==> src/rtl/inst_fetch.sv <==
// rtl/inst_fetch.sv - instruction fetch stage: fetch PC, one-word I-cache requests, BTB next-PC prediction.
// Define IF_BTB_EN to build the direct-mapped BTB; otherwise the next PC is always PC+4.
module inst_fetch #(
  parameter int          BTB_ENTRIES = 32,
  parameter logic [31:0] RESET_PC    = 32'h0
) (
  input  logic        clk,
  input  logic        rst_n,
  input  logic        rdy,
  input  logic        roll,
  input  logic [31:0] roll_PC,
  output logic        IC_req,
  output logic [31:0] IC_addr,
  input  logic        IC_valid,
  input  logic [31:0] IC_inst,
  input  logic        IQ_full,
  output logic        IF_flag,
  output logic [31:0] IF_inst,
  output logic [31:0] IF_PC,
  output logic [31:0] IF_BTB_PC,
  output logic        IF_BTB_predict,
  input  logic        BR_flag,
  input  logic [31:0] BR_PC,
  input  logic [31:0] BR_target,
  input  logic        BR_taken
);

  typedef enum logic [1:0] {IDLE, WAIT, FLUSH} state_t;

  state_t      state;
  logic [31:0] pc;
  logic [31:0] pc_plus4;
  logic        pred_taken;
  logic [31:0] pred_pc;

  assign pc_plus4 = pc + 32'd4;

`ifdef IF_BTB_EN
  localparam int IW = $clog2(BTB_ENTRIES);
  localparam int TW = 30 - IW;

  logic          btb_valid  [BTB_ENTRIES];
  logic [TW-1:0] btb_tag    [BTB_ENTRIES];
  logic [31:0]   btb_target [BTB_ENTRIES];
  logic [1:0]    btb_cnt    [BTB_ENTRIES];
  logic [IW-1:0] rd_idx;
  logic [IW-1:0] wr_idx;
  logic          rd_hit;
  logic          wr_hit;
  logic          unused_br_lsb;

  assign rd_idx        = pc[IW+1:2];
  assign wr_idx        = BR_PC[IW+1:2];
  assign rd_hit        = btb_valid[rd_idx] && (btb_tag[rd_idx] == pc[31:IW+2]);
  assign wr_hit        = btb_valid[wr_idx] && (btb_tag[wr_idx] == BR_PC[31:IW+2]);
  assign pred_taken    = rd_hit && btb_cnt[rd_idx][1];
  assign pred_pc       = pred_taken ? btb_target[rd_idx] : pc_plus4;
  assign unused_br_lsb = ^BR_PC[1:0];

  // Lookup reads the arrays combinationally, so a same-cycle update is seen one cycle later.
  always_ff @(posedge clk or negedge rst_n) begin
    if (!rst_n) begin
      for (int i = 0; i < BTB_ENTRIES; i++) begin
        btb_valid[i]  <= 1'b0;
        btb_tag[i]    <= '0;
        btb_target[i] <= '0;
        btb_cnt[i]    <= 2'b00;
      end
    end else if (rdy && BR_flag) begin
      if (wr_hit) begin
        if (BR_taken) begin
          btb_target[wr_idx] <= BR_target;
          if (btb_cnt[wr_idx] != 2'b11) btb_cnt[wr_idx] <= btb_cnt[wr_idx] + 2'd1;
        end else if (btb_cnt[wr_idx] != 2'b00) begin
          btb_cnt[wr_idx] <= btb_cnt[wr_idx] - 2'd1;
        end
      end else if (BR_taken) begin
        btb_valid[wr_idx]  <= 1'b1;
        btb_tag[wr_idx]    <= BR_PC[31:IW+2];
        btb_target[wr_idx] <= BR_target;
        btb_cnt[wr_idx]    <= 2'b10;
      end
    end
  end
`else
  logic unused_br;

  assign pred_taken = 1'b0;
  assign pred_pc    = pc_plus4;
  assign unused_br  = ^{BR_flag, BR_taken, BR_PC, BR_target, BTB_ENTRIES != 0};
`endif

  always_ff @(posedge clk or negedge rst_n) begin
    if (!rst_n) begin
      state          <= IDLE;
      pc             <= RESET_PC;
      IC_req         <= 1'b0;
      IC_addr        <= '0;
      IF_flag        <= 1'b0;
      IF_inst        <= '0;
      IF_PC          <= '0;
      IF_BTB_PC      <= '0;
      IF_BTB_predict <= 1'b0;
    end else if (rdy) begin
      IF_flag <= 1'b0;
      if (roll) begin
        // An outstanding request still owes one response; swallow it in FLUSH.
        pc     <= roll_PC;
        IC_req <= 1'b0;
        if ((state == WAIT || state == FLUSH) && !IC_valid) state <= FLUSH;
        else                                                 state <= IDLE;
      end else begin
        case (state)
          IDLE: begin
            if (!IQ_full && !IF_flag) begin
              IC_req  <= 1'b1;
              IC_addr <= pc;
              state   <= WAIT;
            end
          end
          WAIT: begin
            if (IC_valid) begin
              IF_flag        <= 1'b1;
              IF_inst        <= IC_inst;
              IF_PC          <= pc;
              IF_BTB_PC      <= pred_pc;
              IF_BTB_predict <= pred_taken;
              pc             <= pred_pc;
              IC_req         <= 1'b0;
              state          <= IDLE;
            end
          end
          FLUSH: begin
            if (IC_valid) state <= IDLE;
          end
          default: state <= IDLE;
        endcase
      end
    end
  end

endmodule

==> config.mk <==
export PLATFORM = sky130hd
export DESIGN_NAME = inst_fetch
export DESIGN_NICKNAME = d
export VERILOG_FILES = /design/src/rtl/inst_fetch.sv
export SDC_FILE = /design/constraint.sdc
export NUM_CORES = 1
export LEC_CHECK = 0
export BUFFER_PORTS_ARGS = -buffer_cell sky130_fd_sc_hd__buf_2
export CAP_MARGIN = 5
export CORE_MARGIN = 2
export CORE_UTILIZATION = 50
export DETAILED_ROUTE_END_ITERATION = 8
export GPL_ROUTABILITY_DRIVEN = 0
export GPL_TIMING_DRIVEN = 1
export PLACE_DENSITY_LB_ADDON = 0.3
export SYNTH_ARGS = -nofsm -noshare
export SYNTH_HDL_FRONTEND = slang
export SYNTH_SLANG_ARGS = --single-unit
==> constraint.sdc <==
create_clock -name clk -period 2.7 [get_ports clk]
set_input_delay 0.405 -clock clk [delete_from_list [all_inputs] [get_ports clk]]
set_output_delay 0.405 -clock clk [all_outputs]
set_load 0.005 [all_outputs]
==> flow_summary_export.csv, run 1 <==
group,metric,value,unit
flow_run,maxCapViolCount,0,
synth,synth_cell_type_count,58,
route,routed_wl,18.6,mm
route,drc,0,
sta,fin_setup_tns,0,ns
route,drt_pass1_iterations,4,
place,dpl.hpwl,13.0,mm
grt,antenna_found_initial,1,
floorplan,initial_core_util,50.7,%
worst_setup_path,critPathCaptureType,"flop",
finish,syn_to_final_growth,23.1,%
worst_setup_path,path_buf_inv,2,
worst_setup_path,startpoint_type,"flop",
clock_network,cts.sinks,162,
place,post-place-ws,0.593,ns
clock_network,htreeDepth,4,
floorplan,fp.coreArea,14400,µm²
synth,syn_avg_cell_area,9.62,µm²
synth,ys_async_sr_fraction,100,%
place,dp.cells,1105,
clock_network,clock_latency,0.42,ns
sta,fmaxAchievable,0.466,GHz
sta,max-slew-margin-rel,61.1,%
worst_setup_path,cp_top_family,"simple AND/OR/NAND/NOR gates",
power,leakagePower,0.00462,µW
worst_setup_path,required,2.98,ns
worst_setup_path,ff2ff_path_depth,7,
floorplan,io_pins,267,
worst_setup_path,crit_chain,"inv_1 -> ha_1 -> and2_1 -> nand2_4 -> buf_4 -> nand2_1 -> o21ai_0",
worst_setup_path,crit_path_max_fanout,41,
synth,synth_top_area_share,55.6,%
worst_setup_path,max_stage_delay,0.42,ns
sta,fin_skew,0.00965,ns
floorplan,die_area,15600,µm²
finish,layout-drive-gt1-share,31.0,%
synth,synth.most_common_cell,"nand2_1",
route,final_antenna_net_count,0,
finish,fin_nets,1080,
route,avgRoutedWirePerCell,16.3,µm
sta,worst_slew_pin_slew,0.579,ns
place,numPortBuffers,199,
synth,synth_flop_cell,"dfrtp_1",
synth,synthTopCellsByArea,"dfrtp_1, nand2_1, mux2_2",
synth,synth_nets,897,
synth,ys_seq_area_share,55.6,%
clock_network,post-cts-setup-buffer-count,0,
clock_network,cts_made_buffers,17,
synth,syn_area,7290,µm²
grt,grt_max_degree,59,
grt,groute.usage.overall,25.0,%
grt,grt-ovfl-total,0,
sta,fin_crit_sh,79.4,%
grt,grt_pass1_wl,31.1,mm
sta,maxSlewViolCount,0,
worst_setup_path,path_class,"reg2reg",
sta,setup_ws,0.556,ns
floorplan,num_rows,44,
worst_setup_path,cp_slowest_cell,"and2_1",
power,power_density,922,nW/µm²
floorplan,die_h,125,µm
sta,hold_viol,0,
place,placed_cell_area,8420,µm²
route,via_count,6029,
min_path,whs_path_depth,3,
route,first_iter_violations,403,
grt,grt_pass1_vias,5947,
min_path,hold_class,"in2reg",
sta,period_needed,2.14,ns
synth,synth_seq_cells,162,
sta,report.final.setup_viol,0,
power,peakVddDrop,465,µV
synth,yosysWarnings,0,
synth,synth_top_cells_by_count,"nand2_1, dfrtp_1, o21ai_0",
outcome,status,"completed",
route,avgViaCountPerCell,5.30,
worst_setup_path,path_depth,7,
clock_network,path_clk_slew,0.06,ns
clock_network,cts_hold_buf,1,
sta,rsz0062_at_grt,"no",
synth,synth-edff-count,0,
finish,design_area,8980,µm²
clock_network,tritoncts,"built",
synth,yosys.area.top_type,"dfrtp_1",
clock_network,ctsResizeCount,0,
worst_setup_path,arrival,2.43,ns
finish,final_util,62.5,%
synth,synth_cells,758,
finish,instances_no_fill,1138,
floorplan,die_x,125,µm
clock_network,cts_root_buf,"clkbuf_16",
clock_network,clockBufferDepth,2,
-- layout make-up --
cell class	instances	area, µm²
Antenna cell	1	2.50
Clock buffer	22	464
Clock inverter	9	83.8
Fill cell	1291	5390
Inverter	7	26.3
Multi-Input combinational cell	530	2910
Sequential cell	162	4050
Tap cell	184	230
Timing Repair Buffer	223	1210
-- state kept, by name, indices dropped and copies added, names as in the netlist --
register   count
IC_addr       32
IC_req         1
IF_BTB_PC     30
IF_PC         32
IF_flag        1
IF_inst       32
pc            32
state          2
-- report_power, final --
part | total (µW) | leakage, µW | switching (µW) | internal (µW)
Combinational | 2140 | 0.00232 | 1030 | 1110
Sequential | 3890 | 0.00205 | 580 | 3310
Clock | 2250 | 0.000258 | 947 | 1310
-- cell usage in the layout (no fill, tap or decap), types with 4 or more instances in the layout --
master | synthesis | routed
nor2_1 | 14 | 13
buf_4 | 10 | 21
mux2_2 | 31 | 31
xor2_1 | 11 | 11
nand4_1 | 7 | 7
o22ai_1 | 5 | 5
clkbuf_16 | 0 | 17
and2_1 | 8 | 8
dfrtp_1 | 162 | 162
or3_1 | 6 | 6
inv_1 | 7 | 7
a22oi_1 | 8 | 8
buf_2 | 5 | 198
a21oi_1 | 18 | 18
nor3_1 | 7 | 7
nand3_1 | 38 | 37
xnor2_1 | 13 | 13
nand2_1 | 249 | 248
o21ai_0 | 49 | 49
nor2b_1 | 4 | 4
and3_1 | 12 | 12
clkinvlp_4 | 0 | 4
-- path summary, 6_finish.rpt --
path / start / to / slack, ns
max: state[1] / IF_BTB_PC[4] / 0.56
min: IC_inst[2] / IF_inst[2] / 0.17
max reg2reg: state[1] / IF_BTB_PC[4] / 0.56
min reg2reg: IF_inst[19] / IF_inst[19] / 0.47
max in group asynchronous: rst_n / IC_addr[0] / 1.41
min in group asynchronous: rst_n / IC_addr[17] / 0.46
-- stage by stage --
stage	hold slack, ns	power, µW
2_1_floorplan	0.109	4910
3_3_place_gp	0.354	5990
3_5_place_dp	0.348	6090
4_1_cts	0.152	8370
5_1_grt	0.159	8860
6_report	0.171	8280
-- worst register-to-register path, cell delays in order, from the launching register on --
cell and delay, ns:
dfrtp_1 0.36, inv_1 0.09, ha_1 0.19, and2_1 0.42, nand2_4 0.40, buf_4 0.36, nand2_1 0.11, o21ai_0 0.09
-- kinds of logic after synthesis --
group           Yosys count  share of synthesized area, %
compound gates          108                          8.87
xor+xnor                 24                          2.88
fa+ha+maj                 3                         0.515
buf+inv                  66                          4.80
flops                   162                          55.6
mux                      33                          5.06
other cells               1                        0.0514
simple gates            361                          22.2
-- layer usage --
layer	routed length [µm]	part of all wire (%)	vias to the layer above	GRT usage, %
met3	1280	6.9	14	7.43
li1	-	-	2896	-
met5	13	0.070	-	0
met1	8250	44	2942	34.1
met2	8800	47	175	39.0
met4	234	1.3	2	7.27
No activity file was read; power rests on OpenSTA's default activity.
==> run 2: changes to the inputs <==
ABC_AREA = 1   (was unset)
clock period = 2.16 ns   (was 2.7 ns; I/O delays follow)
==> run 2 against run 1 <==
Critical path depth grew 3. Sequential share of layout area is the same. Final cell count grew 11%. Design area is the same. Non-clock buffer count shrank 13. Sequential cell count is the same. Synthesized area shrank 1.6%. Highest routed layer is now met4. Die area shrank 1.6%. Count of clock-buffer cells in the layout shrank 2. Maximum frequency grew 19%. Wire length grew 1.6%. Hold slack lost 0.084 ns.
==> flow_summary_export.csv, run 2 <==
group,metric,value,unit
worst_setup_path,ff2ff_path_depth,10,
finish,layout_commonest_cell,"nand2_1",
grt,grt_pass1_vias,6038,
worst_setup_path,cp_top_family,"simple AND/OR/NAND/NOR gates",
route,routed_wl,18.9,mm
clock_network,path_clk_slew,0.06,ns
synth,yosysWarnings,0,
floorplan,num_rows,43,
finish,design_area,8980,µm²
clock_network,ctsResizeCount,0,
power,power_density,1310,nW/µm²
finish,final_cell_mix,"nand2_1, buf_2, dfrtp_1, nor2_1, o21ai_1",
sta,fmaxAchievable,0.553,GHz
grt,groute.usage.overall,25.6,%
sta,fin_skew,0.00714,ns
place,placed_cell_area,8360,µm²
sta,setup_ws,0.351,ns
synth,synth_nets,1024,
synth,synth_xor_area_share,1.10,%
worst_setup_path,arrival,2.13,ns
floorplan,die_h,124,µm
clock_network,clockBufferDepth,2,
power,peakVddDrop,598,µV
clock_network,clock_latency,0.43,ns
clock_network,cts.sinks,162,
outcome,status,"completed",
synth,synth_top_family_by_area,"simple AND/OR/NAND/NOR gates",
place,post-place-ws,0.432,ns
synth,synthTopCellsByArea,"dfrtp_1, nand2_1, nor2_1",
floorplan,die_area,15300,µm²
worst_setup_path,path_class,"reg2reg",
place,numPortBuffers,199,
finish,layout-drive-gt1-share,23.6,%
worst_setup_path,max_stage_delay,0.42,ns
worst_setup_path,cp_slowest_cell,"dfrtp_1",
floorplan,die_x,124,µm
sta,fin_setup_tns,0,ns
grt,grt_pass1_wl,29.8,mm
sta,rsz0062_at_grt,"no",
floorplan,io_pins,267,
synth,synth_cell_type_count,28,
route,final_antenna_net_count,0,
route,avgViaCountPerCell,5.07,
worst_setup_path,crit_chain,"ha_1 -> nand3_1 -> nor2_1 -> nand2_1 -> inv_1 -> nand2_1 -> nand2_1 -> nand3_1 -> nand2_1 -> nand2_1",
sta,fin_crit_sh,83.7,%
grt,grt_util_met2,40.5,%
floorplan,initial_core_util,51.5,%
worst_setup_path,r2r_start,"pc[2]",
sta,hold_viol,0,
synth,yosys.area.top_type,"dfrtp_1",
grt,grt.met1_usage,33.6,%
min_path,whs_endpoint,"IF_inst[14]",
clock_network,cts_made_buffers,17,
worst_setup_path,path_buf_inv,1,
synth,synth_top_area_share,56.5,%
grt,grt_use_met3,6.87,%
synth,syn_area,7170,µm²
synth,synth.most_common_cell,"nand2_1",
worst_setup_path,crit_path_max_fanout,5,
grt,grt-ovfl-total,0,
min_path,hold_start,"IC_inst[14]",
route,avgRoutedWirePerCell,14.9,µm
synth,muxShareOfSynthArea,0,%
finish,fin_nets,1213,
worst_setup_path,required,2.48,ns
route,via_count,6433,
synth,synth_flop_cell,"dfrtp_1",
synth,synth-edff-count,0,
grt,grt_max_degree,77,
min_path,hold_class,"in2reg",
synth,ys_seq_area_share,56.5,%
clock_network,tritoncts,"built",
synth,synth_adder_area_share,0.523,%
sta,period_needed,1.81,ns
clock_network,htreeDepth,4,
worst_setup_path,r2r_slack,0.35,ns
sta,maxSlewViolCount,0,
synth,synth_cells,885,
clock_network,post-cts-setup-buffer-count,0,
place,dpl.hpwl,13.1,mm
synth,synth_top_cells_by_count,"nand2_1, dfrtp_1, nor2_1",
synth,synth_seq_cells,162,
clock_network,cts_root_buf,"clkbuf_16",
floorplan,fp.coreArea,13900,µm²
worst_setup_path,startpoint_type,"flop",
power,leakagePower,0.00487,µW
route,first_iter_violations,496,
sta,report.final.setup_viol,0,
flow_run,maxCapViolCount,0,
worst_setup_path,critPathCaptureType,"flop",
finish,syn_to_final_growth,25.2,%
synth,syn_avg_cell_area,8.10,µm²
route,drc,0,
synth,ys_async_sr_fraction,100,%
worst_setup_path,r2r_end,"pc[28]",
grt,antenna_found_initial,1,
synth,yosys.area_share.simple,27.2,%
worst_setup_path,path_common_cell,"nand2_1",
grt,busiest_layer,"met2",
finish,final_util,64.4,%
route,drt_pass1_iterations,5,
min_path,whs_path_depth,3,
synth,synth_compound_area_share,9.04,%
-- run 2: changes by cell type in the layout (fill, tap and decap cells not counted), moves of 7 or more --
| cell | before | now |
|---|---|---|
| a31oi_1 | 3 | 10 |
| a22oi_1 | 8 | 1 |
| nor2_1 | 13 | 96 |
| inv_1 | 7 | 48 |
| and2_1 | 8 | 1 |
| mux2_2 | 31 | 0 |
| and3_1 | 12 | 0 |
| buf_4 | 21 | 4 |
| xnor2_1 | 13 | 1 |
| nand2_1 | 248 | 353 |
| o21ai_1 | 3 | 49 |
| a21oi_1 | 18 | 8 |
| nand4_1 | 7 | 0 |
| nor3_1 | 7 | 0 |
-- run 2: repair_timing --
item | CTS | global route
hold endpoints to repair | 36 | 0
endpoints found under the setup margin | 0 | 0
hold buffers | 1 | 0
-- run 2: routing by layer --
layer / routed length [µm] / vias up
met4: 470 / 0
li1: - / 3163
met1: 8040 / 3009
met2: 9050 / 228
met3: 1330 / 33
met5: 0 / -
-- run 2: stage by stage --
| stage | instances | power (µW) | hold WS (ns) |
|---|---|---|---|
| after floorplan | 885 | 6880 | 0.0284 |
| after global placement | 1234 | 8500 | 0.251 |
| after detailed placement | 1234 | 8650 | 0.253 |
| after CTS | 1267 | 11800 | 0.0687 |
| after global routing | 1268 | 12600 | 0.0840 |
| final | 1268 | 11700 | 0.0872 |
-- run 2: area by class of cell --
type	instances	area, µm²
repair buffers	210	1160
clock inverters	12	154
flip-flops and latches	162	4050
fillers	1231	4960
well taps	180	225
inverters	52	195
multi-input cells	631	2730
diodes	1	2.50
clock buffers	20	457
-- run 2: kinds of logic (layout without fill, tap and decap cells) --
| kind of cell | Yosys count | in the layout |
|---|---|---|
| other | 1 | 2 |
| AND/OR/NAND/NOR | 495 | 495 |
| flip-flops | 162 | 162 |
| AO/OA/AOI/OAI | 123 | 123 |
| buffers and inverters | 92 | 294 |
| XOR/XNOR | 9 | 9 |
| adder cells (fa/ha/maj) | 3 | 3 |
-- run 2: where the power goes --
group / switching, µW / total, µW / leakage [µW] / internal (µW)
Sequential: 817 / 5090 / 0.00208 / 4270
Combinational: 1990 / 3520 / 0.00250 / 1540
Clock: 1220 / 3110 / 0.000293 / 1880
Total: 4030 / 11700 / 0.00487 / 7690
-- run 2: worst max path at each step --
stage	startpoint	endpoint	slack (ns)	cells after the start
floorplan	state[0]	pc[3]	0.65	7
global placement	pc[2]	pc[28]	0.46	10
detailed placement	pc[2]	pc[28]	0.43	10
CTS	pc[2]	pc[28]	0.41	10
global route	pc[2]	pc[28]	0.14	10
finish	pc[2]	pc[28]	0.35	10
-- run 2: worst register-to-register path: stages (launching register included) --
cell and delay, ns:
dfrtp_1 0.42, ha_1 0.24, nand3_1 0.13, nor2_1 0.23, nand2_1 0.19, inv_1 0.16
nand2_1 0.07, nand2_1 0.08, nand3_1 0.07, nand2_1 0.07, nand2_1 0.05
==> run 3: changes to the inputs <==
ABC_AREA = 0   (was 1)
clock period = 1.79 ns   (was 2.16 ns; I/O delays follow)
==> run 3 against run 2 <==
The flow now finishes with violations (setup timing). Register-to-register slack worse by 0.39 ns. Hold slack worse by 0.060 ns. First-iteration DRC count rose by 21%. Critical path type unchanged. Highest routed layer unchanged.
==> flow_summary_export.csv, run 3 (synthesis gave the netlist of run 1 again) <==
group,metric,value,unit
outcome,status,"complete, but fails checks",
place,numPortBuffers,199,
sta,maxSlewViolCount,0,
worst_setup_path,required,2.15,ns
clock_network,cts.sinks,162,
worst_setup_path,critPathCaptureType,"flop",
route,drc,0,
clock_network,clock_latency,0.43,ns
min_path,whs_path_depth,3,
finish,fillerInstances,1197,
finish,layout_commonest_cell,"nand2_1",
sta,fin_skew,0.00752,ns
sta,fin_crit_sh,102,%
route,wirelength_met1,8.61,mm
finish,syn_to_final_growth,32.1,%
sta,setup_ws,-0.0404,ns
worst_setup_path,path_class,"reg2reg",
sta,report.final.setup_viol,5,
grt,grt_max_degree,52,
floorplan,io_pins,267,
min_path,hold_class,"in2reg",
floorplan,die_h,125,µm
sta,fmaxAchievable,0.546,GHz
clock_network,htreeDepth,4,
power,finalPower,13000,µW
sta,fin_setup_tns,-0.125,ns
grt,grt-ovfl-total,0,
worst_setup_path,startpoint_type,"flop",
route,routed_wl,19.5,mm
sta,rsz0062_at_grt,"yes",
power,leakagePower,0.00496,µW
sta,hold_viol,0,
floorplan,die_x,125,µm
power,power_density,1350,nW/µm²
power,peakVddDrop,707,µV
clock_network,cts_root_buf,"clkbuf_16",
clock_network,cts_made_buffers,17,
sta,period_needed,1.83,ns
place,dp.cells,1148,
worst_setup_path,crit_path_max_fanout,5,
clock_network,tritoncts,"built",
floorplan,initial_core_util,50.7,%
worst_setup_path,arrival,2.19,ns
route,final_antenna_net_count,0,
finish,layout-drive-gt1-share,36.6,%
route,drt_pass1_iterations,5,
route,avgViaCountPerCell,5.30,
grt,groute.usage.overall,25.2,%
power,switchingPower,4030,µW
floorplan,num_rows,44,
place,dpl.hpwl,13.7,mm
finish,final_cell_mix,"nand2_1, buf_2, dfrtp_1, buf_4, o21ai_0",
place,placed_cell_area,8820,µm²
grt,grt_pass1_vias,5989,
grt,antenna_found_initial,1,
sta,worst_slew_pin_slew,0.534,ns
worst_setup_path,ff2ff_path_depth,8,
power,clkPwrFrac,27.5,%
grt,grt_pass1_wl,31.1,mm
floorplan,fp.coreArea,14400,µm²
route,wl_met3,1.36,mm
route,avgRoutedWirePerCell,16.3,µm
finish,instances_no_fill,1193,
sta,max-slew-margin-rel,64.4,%
route,first_iter_violations,598,
flow_run,maxCapViolCount,0,
route,via_count,6325,
power,seqPwrFrac,44.2,%
clock_network,path_clk_slew,0.06,ns
power,sw_frac_of_total,31.0,%
outcome,violations,"setup timing",
floorplan,die_area,15600,µm²
finish,fin_nets,1134,
power,power_frac_comb,28.2,%
finish,design_area,9630,µm²
clock_network,clockBufferDepth,2,
route,met2_length,9.17,mm
power,power.internal,8960,µW
place,post-place-ws,-0.0237,ns
route,topRoutingLayerUsed,"met4",
-- run 3: path summary, 6_finish.rpt --
kind | endpoint | start | slack, ns
worst min-delay path | pc[1] | roll_PC[1] | 0.03
min in group asynchronous | IF_inst[29] | rst_n | 0.30
worst max-delay path | IF_BTB_PC[29] | pc[3] | -0.04
worst max register to register | IF_BTB_PC[29] | pc[3] | -0.04
max in group asynchronous | IF_inst[16] | rst_n | 0.88
worst min register to register | IF_inst[4] | IF_inst[4] | 0.47
-- run 3: layer usage --
metal / vias to the layer above / track usage (%)
met4: 0 / 8.33
met2: 228 / 38.7
met3: 28 / 6.40
met5: - / 0
li1: 3007 / -
met1: 3062 / 35.2
-- run 3: worst max-delay path, cell delays in order, from the launching register on --
cell and delay (ns):
dfrtp_1 0.41, buf_4 0.14, nand4_1 0.17, nor4_4 0.23, buf_4 0.20, buf_12 0.11, nand3_4 0.07, or3_4 0.34
nand3_1 0.09
-- run 3: layout make-up --
type                       instances  area, µm²  area share (%)
antenna                            1       2.50          0.0260
multi-input combinational        530       3030            31.5
clock buffer                      20        447            4.64
tap                              184        230            2.39
timing repair buffer             277       1710            17.7
inverter                           7       26.3           0.273
sequential                       162       4060            42.1
clock inverter                    12        135            1.40
-- run 3: power by group through the flow --
| stage | registers, µW | clock network (µW) | logic (µW) |
|---|---|---|---|
| after floorplan | 5850 | 0 | 1560 |
| after global placement | 5750 | 0 | 3530 |
| after detailed placement | 5790 | 0 | 3630 |
| after CTS | 5750 | 3640 | 3640 |
| after global routing | 5920 | 3790 | 4110 |
| final | 5750 | 3580 | 3670 |
-- run 3: what timing repair did --
action / 4_1_cts / 5_1_grt
hold endpoints to repair: 33 / 0
hold buffers: 1 / 0
buffers inserted: 1 / 10
setup endpoints to repair: 3 / 45
pin swaps: 0 / 10
gates resized for setup: 1 / 28
-- run 3: stage by stage --
step           hold WS (ns)  utilization (%)
2_1_floorplan       -0.0271                -
3_3_place_gp          0.191             61.4
3_5_place_dp          0.195             61.4
4_1_cts              0.0148             65.6
5_1_grt             0.00952             67.0
6_report             0.0277             67.0
